<file path="config.mk">
export PLATFORM = sky130hd
export DESIGN_NAME = vga_timing_gen
export DESIGN_NICKNAME = d
export VERILOG_FILES = /design/src/rtl/vga_timing_gen.sv
export SDC_FILE = /design/constraint.sdc
export NUM_CORES = 1
export LEC_CHECK = 0
export CORE_ASPECT_RATIO = 0.5
export CORE_MARGIN = 10
export CORE_UTILIZATION = 35
export CTS_CLUSTER_DIAMETER = 40
export DETAILED_ROUTE_END_ITERATION = 8
export PLACE_DENSITY_LB_ADDON = 0.05
export SLEW_MARGIN = 30
export SYNTH_ARGS = -nofsm -noshare
export SYNTH_HDL_FRONTEND = slang
export SYNTH_SLANG_ARGS = --single-unit
</file>
<file path="constraint.sdc">
create_clock -name clk -period 2 [get_ports clk]
set_input_delay 0.2 -clock clk [delete_from_list [all_inputs] [get_ports clk]]
set_output_delay 0.2 -clock clk [all_outputs]
set_load 0.005 [all_outputs]
</file>
<file path="src/rtl/vga_timing_gen.sv">
// VGA timing generator: pixel-rate divider, x/y counters, sync/blank decode
// and a configurable delay line that lines timing up with a pipelined renderer.
module vga_timing_gen #(
  parameter int H_ACTIVE = 640,
  parameter int H_FP     = 16,
  parameter int H_SYNC   = 96,
  parameter int H_BP     = 48,
  parameter int V_ACTIVE = 480,
  parameter int V_FP     = 10,
  parameter int V_SYNC   = 2,
  parameter int V_BP     = 33,
  parameter bit HS_POL   = 1'b0,
  parameter bit VS_POL   = 1'b0,
  parameter int CLK_DIV  = 2,
  parameter int PIPE_DLY = 1,
  parameter int XW       = 10,
  parameter int YW       = 10
) (
  input  logic          clk,
  input  logic          rst,
  input  logic          en,
  output logic          pix_en,
  output logic          vga_clk,
  output logic [XW-1:0] pixelx,
  output logic [YW-1:0] pixely,
  output logic          active,
  output logic          hsync,
  output logic          vsync,
  output logic          blank,
  output logic          sync,
  output logic          line_start,
  output logic          frame_start
);

  localparam int H_TOTAL = H_ACTIVE + H_FP + H_SYNC + H_BP;
  localparam int V_TOTAL = V_ACTIVE + V_FP + V_SYNC + V_BP;
  localparam int HS_BEG  = H_ACTIVE + H_FP;
  localparam int HS_END  = H_ACTIVE + H_FP + H_SYNC - 1;
  localparam int VS_BEG  = V_ACTIVE + V_FP;
  localparam int VS_END  = V_ACTIVE + V_FP + V_SYNC - 1;
  localparam int DW      = (CLK_DIV > 2) ? $clog2(CLK_DIV) : 1;
  // PIPE_DLY=0 still needs one output register, fed from the next counter state
  localparam int NST     = (PIPE_DLY == 0) ? 1 : PIPE_DLY;

  localparam logic [DW-1:0] DIV_LAST = DW'(CLK_DIV - 1);
  localparam logic [DW-1:0] DIV_HALF = DW'(CLK_DIV / 2);
  localparam logic [XW-1:0] X_LAST   = XW'(H_TOTAL - 1);
  localparam logic [YW-1:0] Y_LAST   = YW'(V_TOTAL - 1);

  if (CLK_DIV < 2) begin : g_bad_div
    $error("vga_timing_gen: CLK_DIV must be >= 2");
  end
  if (PIPE_DLY < 0 || PIPE_DLY > 7) begin : g_bad_dly
    $error("vga_timing_gen: PIPE_DLY must be in 0..7");
  end
  if (XW < 1 || XW > 30 || (H_TOTAL - 1) >= (1 << XW)) begin : g_bad_xw
    $error("vga_timing_gen: XW too small for H_TOTAL-1");
  end
  if (YW < 1 || YW > 30 || (V_TOTAL - 1) >= (1 << YW)) begin : g_bad_yw
    $error("vga_timing_gen: YW too small for V_TOTAL-1");
  end

  typedef struct packed {
    logic act;
    logic hs;
    logic vs;
  } tim_t;

  localparam tim_t TIM_IDLE = {1'b0, ~HS_POL, ~VS_POL};

  function automatic tim_t decode(input int x, input int y);
    tim_t t;
    t.act = (x < H_ACTIVE) && (y < V_ACTIVE);
    t.hs  = ((x >= HS_BEG) && (x <= HS_END)) ? HS_POL : ~HS_POL;
    t.vs  = ((y >= VS_BEG) && (y <= VS_END)) ? VS_POL : ~VS_POL;
    return t;
  endfunction

  logic [DW-1:0] div_cnt;
  logic [DW-1:0] div_nxt;
  logic          x_wrap;
  logic [XW-1:0] x_nxt;
  logic [YW-1:0] y_nxt;
  tim_t          tim_src;
  tim_t          tim_p [NST];

  assign div_nxt = (div_cnt == DIV_LAST) ? '0 : div_cnt + DW'(1);
  assign pix_en  = en && (div_cnt == DIV_LAST);

  // vga_clk tracks div_cnt so its rising edge lands mid-pixel
  always_ff @(posedge clk or negedge rst) begin
    if (!rst) begin
      div_cnt <= '0;
      vga_clk <= 1'b0;
    end else if (en) begin
      div_cnt <= div_nxt;
      vga_clk <= (div_nxt >= DIV_HALF);
    end
  end

  assign x_wrap = (pixelx == X_LAST);
  assign x_nxt  = x_wrap ? '0 : pixelx + XW'(1);
  assign y_nxt  = !x_wrap ? pixely : ((pixely == Y_LAST) ? '0 : pixely + YW'(1));

  always_ff @(posedge clk or negedge rst) begin
    if (!rst) begin
      pixelx <= '0;
      pixely <= '0;
    end else if (pix_en) begin
      pixelx <= x_nxt;
      pixely <= y_nxt;
    end
  end

  always_ff @(posedge clk or negedge rst) begin
    if (!rst) begin
      line_start  <= 1'b0;
      frame_start <= 1'b0;
    end else begin
      line_start  <= pix_en && x_wrap;
      frame_start <= pix_en && x_wrap && (pixely == Y_LAST);
    end
  end

  // Stage p0: decode of the counter position the delay line is sampling
  assign tim_src = (PIPE_DLY == 0) ? decode(int'(x_nxt), int'(y_nxt))
                                   : decode(int'(pixelx), int'(pixely));

  // Stages p0..pN-1: shift on each pixel tick; last stage drives the DAC pins
  always_ff @(posedge clk or negedge rst) begin
    if (!rst) begin
      for (int i = 0; i < NST; i++) tim_p[i] <= TIM_IDLE;
    end else if (pix_en) begin
      tim_p[0] <= tim_src;
      for (int i = 1; i < NST; i++) tim_p[i] <= tim_p[i-1];
    end
  end

  assign active = tim_p[NST-1].act;
  assign blank  = tim_p[NST-1].act;
  assign hsync  = tim_p[NST-1].hs;
  assign vsync  = tim_p[NST-1].vs;
  assign sync   = 1'b0;

endmodule

</file>
==> results.sh, run 1 <==
export IMPL_status="completed"
export IMPL_hold_path_class="in -> async"
export IMPL_yosysUniqueCellTypes=32
export IMPL_grt_pass1_wl_um=5640
export IMPL_path_delay_family="simple AND/OR/NAND/NOR gates"
export IMPL_portBuffers=30
export IMPL_ff_latch_area_um2=653
export IMPL_num_nets_final=184
export IMPL_numCtsBuffers=3
export IMPL_crit_type="reg -> reg"
export IMPL_n_antenna_cell=0
export IMPL_vias=1145
export IMPL_rows=15
export IMPL_vias_per_cell=5.07
export IMPL_initial_core_util_pct=37.2
export IMPL_clock_path_buffers=2
export IMPL_drt_total_wl_um=3210
export IMPL_seq_area_frac_synth_pct=50.0
export IMPL_fillers=345
export IMPL_multi_input_area_um2=612
export IMPL_critPathSlowestCell="or4_4"
export IMPL_die_w_um=106
export IMPL_die_area_um2=6720
export IMPL_ir_drop_mv=0.320
export IMPL_ant_nets=0
export IMPL_end_kind="flop"
export IMPL_hpwlAfterDp_um=2460
export IMPL_overflow=0
export IMPL_tns_ps=0
export IMPL_final_cells=226
export IMPL_firstDrtPassIters=4
export IMPL_cp_arrival_ps=2050
export IMPL_drt_iter0_drc=31
export IMPL_wl_per_cell_um=14.2
export IMPL_hold_viol_final=0
export IMPL_ctsRootBufferMaster="clkbuf_8"
export IMPL_start_kind="flop"
export IMPL_finalSetupViolations=0
export IMPL_tritoncts="built"
export IMPL_fmax_mhz=543
export IMPL_post_route_min_period_ps=1840
export IMPL_clk_pin_slew_ps=100
export IMPL_yosys_warnings=0
export IMPL_netlist_area_um2=1310
export IMPL_globalplace_congestion=0.799
export IMPL_placed_cells=220
export IMPL_clock_skew_ps=6.52
export IMPL_grt_usage_pct=10.0
export IMPL_crit_required_ps=2210
export IMPL_slew_violations=0
export IMPL_cts_sinks=26
export IMPL_maxCapViolCount=0
export IMPL_synth_avg_cell_area_um2=9.75
export IMPL_die_h_um=63.2
export IMPL_antenna_found_initial=0
export IMPL_fin_crit_sh_pct=92.1
export IMPL_path_max_fanout=5
export IMPL_first_global_vias=1182
export IMPL_grt_max_degree=27
export IMPL_clk_latency_ps=280
export IMPL_synth_cells=134
export IMPL_io_pin_count=32
export IMPL_p_leak_uw=0.000759
export IMPL_area_growth_syn_to_layout_pct=37.5
export IMPL_slowest_delay_ps=550
export IMPL_post_route_drc_count=0
export IMPL_crit_chain="ha_4, nand3_1, or4_4, or3_1, a21oi_1"
export IMPL_fin_hold_ws_ps=288
export IMPL_coreArea_um2=3510
export IMPL_cellPowerDensity_nw_per_um2=850
export IMPL_ctsHtreeMaxLevel=1
export IMPL_ys_ff_latch=26
export IMPL_critical_path_buf_inv_count=0
export IMPL_rsz0062_at_grt="no"
export IMPL_layout_drive_gt1_share_pct=11.4
export IMPL_syn_nets=142
## Yosys cell counts
library cell / count / area share [%]
conb_1: 1 / 0.29
and4b_1: 1 / 0.77
nand4b_1: 1 / 0.67
a21oi_1: 5 / 1.9
a32o_1: 1 / 0.77
and4_1: 2 / 1.3
nand3_1: 8 / 3.1
nor4b_1: 2 / 1.3
o21ai_0: 14 / 5.4
inv_1: 8 / 2.3
ha_1: 5 / 4.8
buf_2: 1 / 0.38
o211ai_1: 1 / 0.57
clkbuf_1: 1 / 0.29
xnor2_1: 5 / 3.4
dfrtp_1: 24 / 46
nor4bb_1: 1 / 0.77
nand2_1: 13 / 3.7
nor2_1: 10 / 2.9
buf_4: 2 / 1.1
or4_4: 1 / 0.86
dfstp_2: 2 / 4.0
or2_0: 1 / 0.48
nand4_1: 7 / 3.4
and2_1: 1 / 0.48
and4_2: 1 / 0.77
nor3_1: 2 / 0.77
xor2_1: 6 / 4.0
and3_1: 1 / 0.48
o41ai_1: 1 / 0.67
or3_1: 4 / 1.9
a31oi_1: 1 / 0.48
## stage by stage
step | util, % | setup WS [ps] | power, uW | instance area, um2
finish | 51.2 | 157 | 1530 | 1800
global route | 51.2 | 17.3 | 1630 | 1800
detailed placement | 48.8 | 96.8 | 1160 | 1710
global placement | 48.8 | 140 | 1160 | 1710
CTS | 50.4 | 91.1 | 1520 | 1770
floorplan | - | 239 | 874 | 1310
## area by class of cell
cell class / instances / share of cell area (%)
sequential: 26 / 36.4
multi-input combinational: 96 / 34.1
timing repair buffer: 41 / 21.3
tap: 51 / 3.55
clock buffer: 4 / 3.06
inverter: 8 / 1.67
## final timing paths
kind | from | endpoint | slack [ps] | depth (start not counted)
hold / removal | rst | pixely[0] | 290 | 2
setup / recovery | pixelx[1] | pixely[9] | 160 | 5
hold reg to reg | vsync | vsync | 470 | 2
setup reg to reg | pixelx[1] | pixely[9] | 160 | 5
min in group clk | vsync | vsync | 470 | 2
max in group asynchronous | rst | hsync | 1400 | 2
## power by group
part	internal [uW]	switching (uW)
clock network	176	175
logic	291	191
registers	611	82.7
## cells in the final DEF (no fill, tap or decap), drive strengths merged, types with 2 or more instances in the layout
cell type      netlist  routed
dfstp                2       2
inv                  8       8
xor2                 6       6
o21ai               14      14
xnor2                5       5
buf                  3      11
a21oi                5       5
dfrtp               24      24
nand3                8       8
nand4                7       7
nor4b                2       2
nor3                 2       2
clkbuf               1       4
or3                  4       4
nand2               13      13
ha                   5       5
and4                 3       3
clkdlybuf4s50        0      30
nor2                10      10
## routing by layer
layer	up-vias	global-route usage, %	share of wire, %
li1	555	-	-
met1	557	12.1	47
met2	31	16.3	45
met3	2	4.46	7.7
met4	0	1.68	0.31
met5	-	0	0
## sequential cells by signal, indices dropped and copies added (netlist names)
| name | cells |
|---|---|
| active | 1 |
| pixely | 10 |
| vga_clk | 1 |
| frame_start | 1 |
| vsync | 1 |
| hsync | 1 |
| line_start | 1 |
| pixelx | 10 |
## what timing repair did
action	in CTS	in global routing
gates resized for setup	0	2
hold buffers	0	0
endpoints found under the setup margin	0	2
buffers inserted	0	2
## logic make-up after synthesis
family / share of synthesized area (%)
and+or+nand+nor: 23.7
adders and majority gates: 4.79
buffers and inverters: 4.12
xor gates and xnor gates: 7.38
other: 0.287
DFF: 50.0
AOI/OAI and AO/OA: 9.77
Power figures use the tool's default switching activity.
==> run 2, diff against run 1 <==
--- a/config.mk
+++ b/config.mk
@@ -11,7 +11,6 @@
 export CTS_CLUSTER_DIAMETER = 40
 export DETAILED_ROUTE_END_ITERATION = 8
 export PLACE_DENSITY_LB_ADDON = 0.05
-export SLEW_MARGIN = 30
 export SYNTH_ARGS = -nofsm -noshare
 export SYNTH_HDL_FRONTEND = slang
 export SYNTH_SLANG_ARGS = --single-unit
==> results of run 2 <==
Final layout, timing and power as in run 1 (identical DEF).
==> run 3, diff against run 2 <==
--- a/config.mk
+++ b/config.mk
@@ -5,12 +5,14 @@
 export SDC_FILE = /design/constraint.sdc
 export NUM_CORES = 1
 export LEC_CHECK = 0
+export CAP_MARGIN = 20
 export CORE_ASPECT_RATIO = 0.5
 export CORE_MARGIN = 10
 export CORE_UTILIZATION = 35
 export CTS_CLUSTER_DIAMETER = 40
 export DETAILED_ROUTE_END_ITERATION = 8
 export PLACE_DENSITY_LB_ADDON = 0.05
+export REMOVE_ABC_BUFFERS = 1
 export SYNTH_ARGS = -nofsm -noshare
 export SYNTH_HDL_FRONTEND = slang
 export SYNTH_SLANG_ARGS = --single-unit
==> run 3 against run 2 <==
  * Cell count decreased by 0.44%
  * Worst hold slack improved by 4.7 ps
  * Design area decreased by 0.21%
  * Largest cell class unchanged
  * Non-clock buffer count decreased by 1
  * Power increased by 3.9%
  * Setup slack improved by 7.3 ps
  * Global-route usage decreased by 0.15 points
==> results.sh, run 3 (same netlist as run 1, synthesis figures left out) <==
export IMPL_hold_path_class="in -> async"
export IMPL_post_route_min_period_ps=1840
export IMPL_dp_slack_ps=60.5
export IMPL_area_growth_syn_to_layout_pct=37.3
export IMPL_antenna_found_initial=0
export IMPL_grt_max_degree=27
export IMPL_reg2regPathDepth=5
export IMPL_die_w_um=106
export IMPL_path_max_fanout=5
export IMPL_tns_ps=0
export IMPL_rows=15
export IMPL_hpwlAfterDp_um=2530
export IMPL_fin_crit_sh_pct=91.8
export IMPL_slew_violations=0
export IMPL_n_antenna_cell=0
export IMPL_fmax_mhz=545
export IMPL_ir_drop_mv=0.380
export IMPL_clk_pin_slew_ps=100
export IMPL_seqPwrFrac_pct=43.5
export IMPL_layout_drive_gt1_share_pct=10.9
export IMPL_largestRegisters="pixelx x10, pixely x10"
export IMPL_cp_endpoint="pixely[9]"
export IMPL_maxCapViolCount=0
export IMPL_ant_nets=0
export IMPL_numCtsBuffers=3
export IMPL_comb_power_share_pct=28.7
export IMPL_status="completed"
export IMPL_vias_per_cell=4.90
export IMPL_end_kind="flop"
export IMPL_drt_total_wl_um=3350
export IMPL_hold_viol_final=0
export IMPL_clk_latency_ps=270
export IMPL_num_nets_final=183
export IMPL_portBuffers=30
export IMPL_critPathLaunch="pixelx[1]"
export IMPL_ctsHtreeMaxLevel=1
export IMPL_post_route_drc_count=0
export IMPL_cp_arrival_ps=2040
export IMPL_cts_sinks=26
export IMPL_first_global_vias=1096
export IMPL_final_common_cell="clkdlybuf4s50_1"
export IMPL_rsz0062_at_grt="no"
export IMPL_grt_usage_pct=9.88
export IMPL_wl_per_cell_um=14.9
export IMPL_r2r_start="pixelx[1]"
export IMPL_timing_final_ws_setup_ps=165
export IMPL_crit_type="reg -> reg"
export IMPL_cellPowerDensity_nw_per_um2=885
export IMPL_crit_required_ps=2210
export IMPL_tritoncts="built"
export IMPL_globalplace_congestion=0.762
export IMPL_grt_pass1_wl_um=5530
export IMPL_firstDrtPassIters=4
export IMPL_die_h_um=63.2
export IMPL_drt_iter0_drc=18
export IMPL_io_pin_count=32
export IMPL_clock_path_buffers=2
export IMPL_switchingPower_uw=443
export IMPL_die_area_um2=6720
export IMPL_ctsRootBufferMaster="clkbuf_8"
export IMPL_r2r_slack_ps=160
export IMPL_p_int_uw=1140
export IMPL_hold_buffers=0
export IMPL_reg2reg_to="pixely[9]"
export IMPL_clock_skew_ps=8.54
export IMPL_finalSetupViolations=0
export IMPL_overflow=0
export IMPL_p_sw_share_pct=27.9
export IMPL_mostFrequentLayoutCells="30 x clkdlybuf4s50_1, 24 x dfrtp_1, 14 x o21ai_0"
export IMPL_p_leak_uw=0.000760
export IMPL_vias=1103
export IMPL_start_kind="flop"
export IMPL_clkPwrFrac_pct=27.8
export IMPL_initial_core_util_pct=37.2
export IMPL_coreArea_um2=3510
run 3: layout make-up:
class / count / area (um2)
Fill cell: 335 / 1720
Sequential cell: 26 / 653
Multi-Input combinational cell: 96 / 599
Timing Repair Buffer: 40 / 375
Tap cell: 51 / 63.8
Clock buffer: 3 / 41.3
Clock inverter: 1 / 30.0
Inverter: 8 / 30.0
run 3: power by group through the flow:
stage | sequential, uW | clock [uW] | combinational (uW)
global placement | 697 | 0 | 465
finish | 690 | 441 | 456
global route | 706 | 471 | 510
detailed placement | 700 | 0 | 468
floorplan | 710 | 0 | 142
CTS | 691 | 459 | 469
run 3: critical path: stages (launching register included):
cell	delay (ps)
dfrtp_1	400
ha_1	210
nand3_1	120
or4_4	540
or3_1	360
a21oi_1	140
run 3: stage by stage:
stage | hold WS (ps) | cells | total power [uW] | instance area [um2] | util (%)
6_report | 293 | 225 | 1590 | 1790 | 51.1
5_1_grt | 333 | 225 | 1690 | 1790 | 51.1
3_3_place_gp | 448 | 220 | 1160 | 1710 | 48.8
2_1_floorplan | -95.6 | 130 | 852 | 1280 | -
3_5_place_dp | 457 | 220 | 1170 | 1710 | 48.8
4_1_cts | 299 | 224 | 1620 | 1790 | 50.9
run 3: what timing repair did:
action / in CTS / in global routing
resized for setup: 0 / 1
hold endpoints to repair: 0 / 0
setup endpoints to repair: 0 / 4
buffers inserted: 0 / 1
run 3: routing by layer:
metal	GRT usage (%)	share of wire, %
met5	0	0
met3	4.06	6.0
met1	12.7	50
met4	1.51	0.39
met2	15.3	44
run 3: how the worst min path moves through the flow:
stage / endpoint / cells past startpoint / from / slack [ps]
2_1_floorplan: active / 0 / rst / -100
3_3_place_gp: vsync / 2 / vsync / 450
3_5_place_dp: vsync / 2 / vsync / 460
4_1_cts: vga_clk / 2 / rst / 300
5_1_grt: vga_clk / 2 / rst / 330
6_report: pixelx[5] / 2 / rst / 290
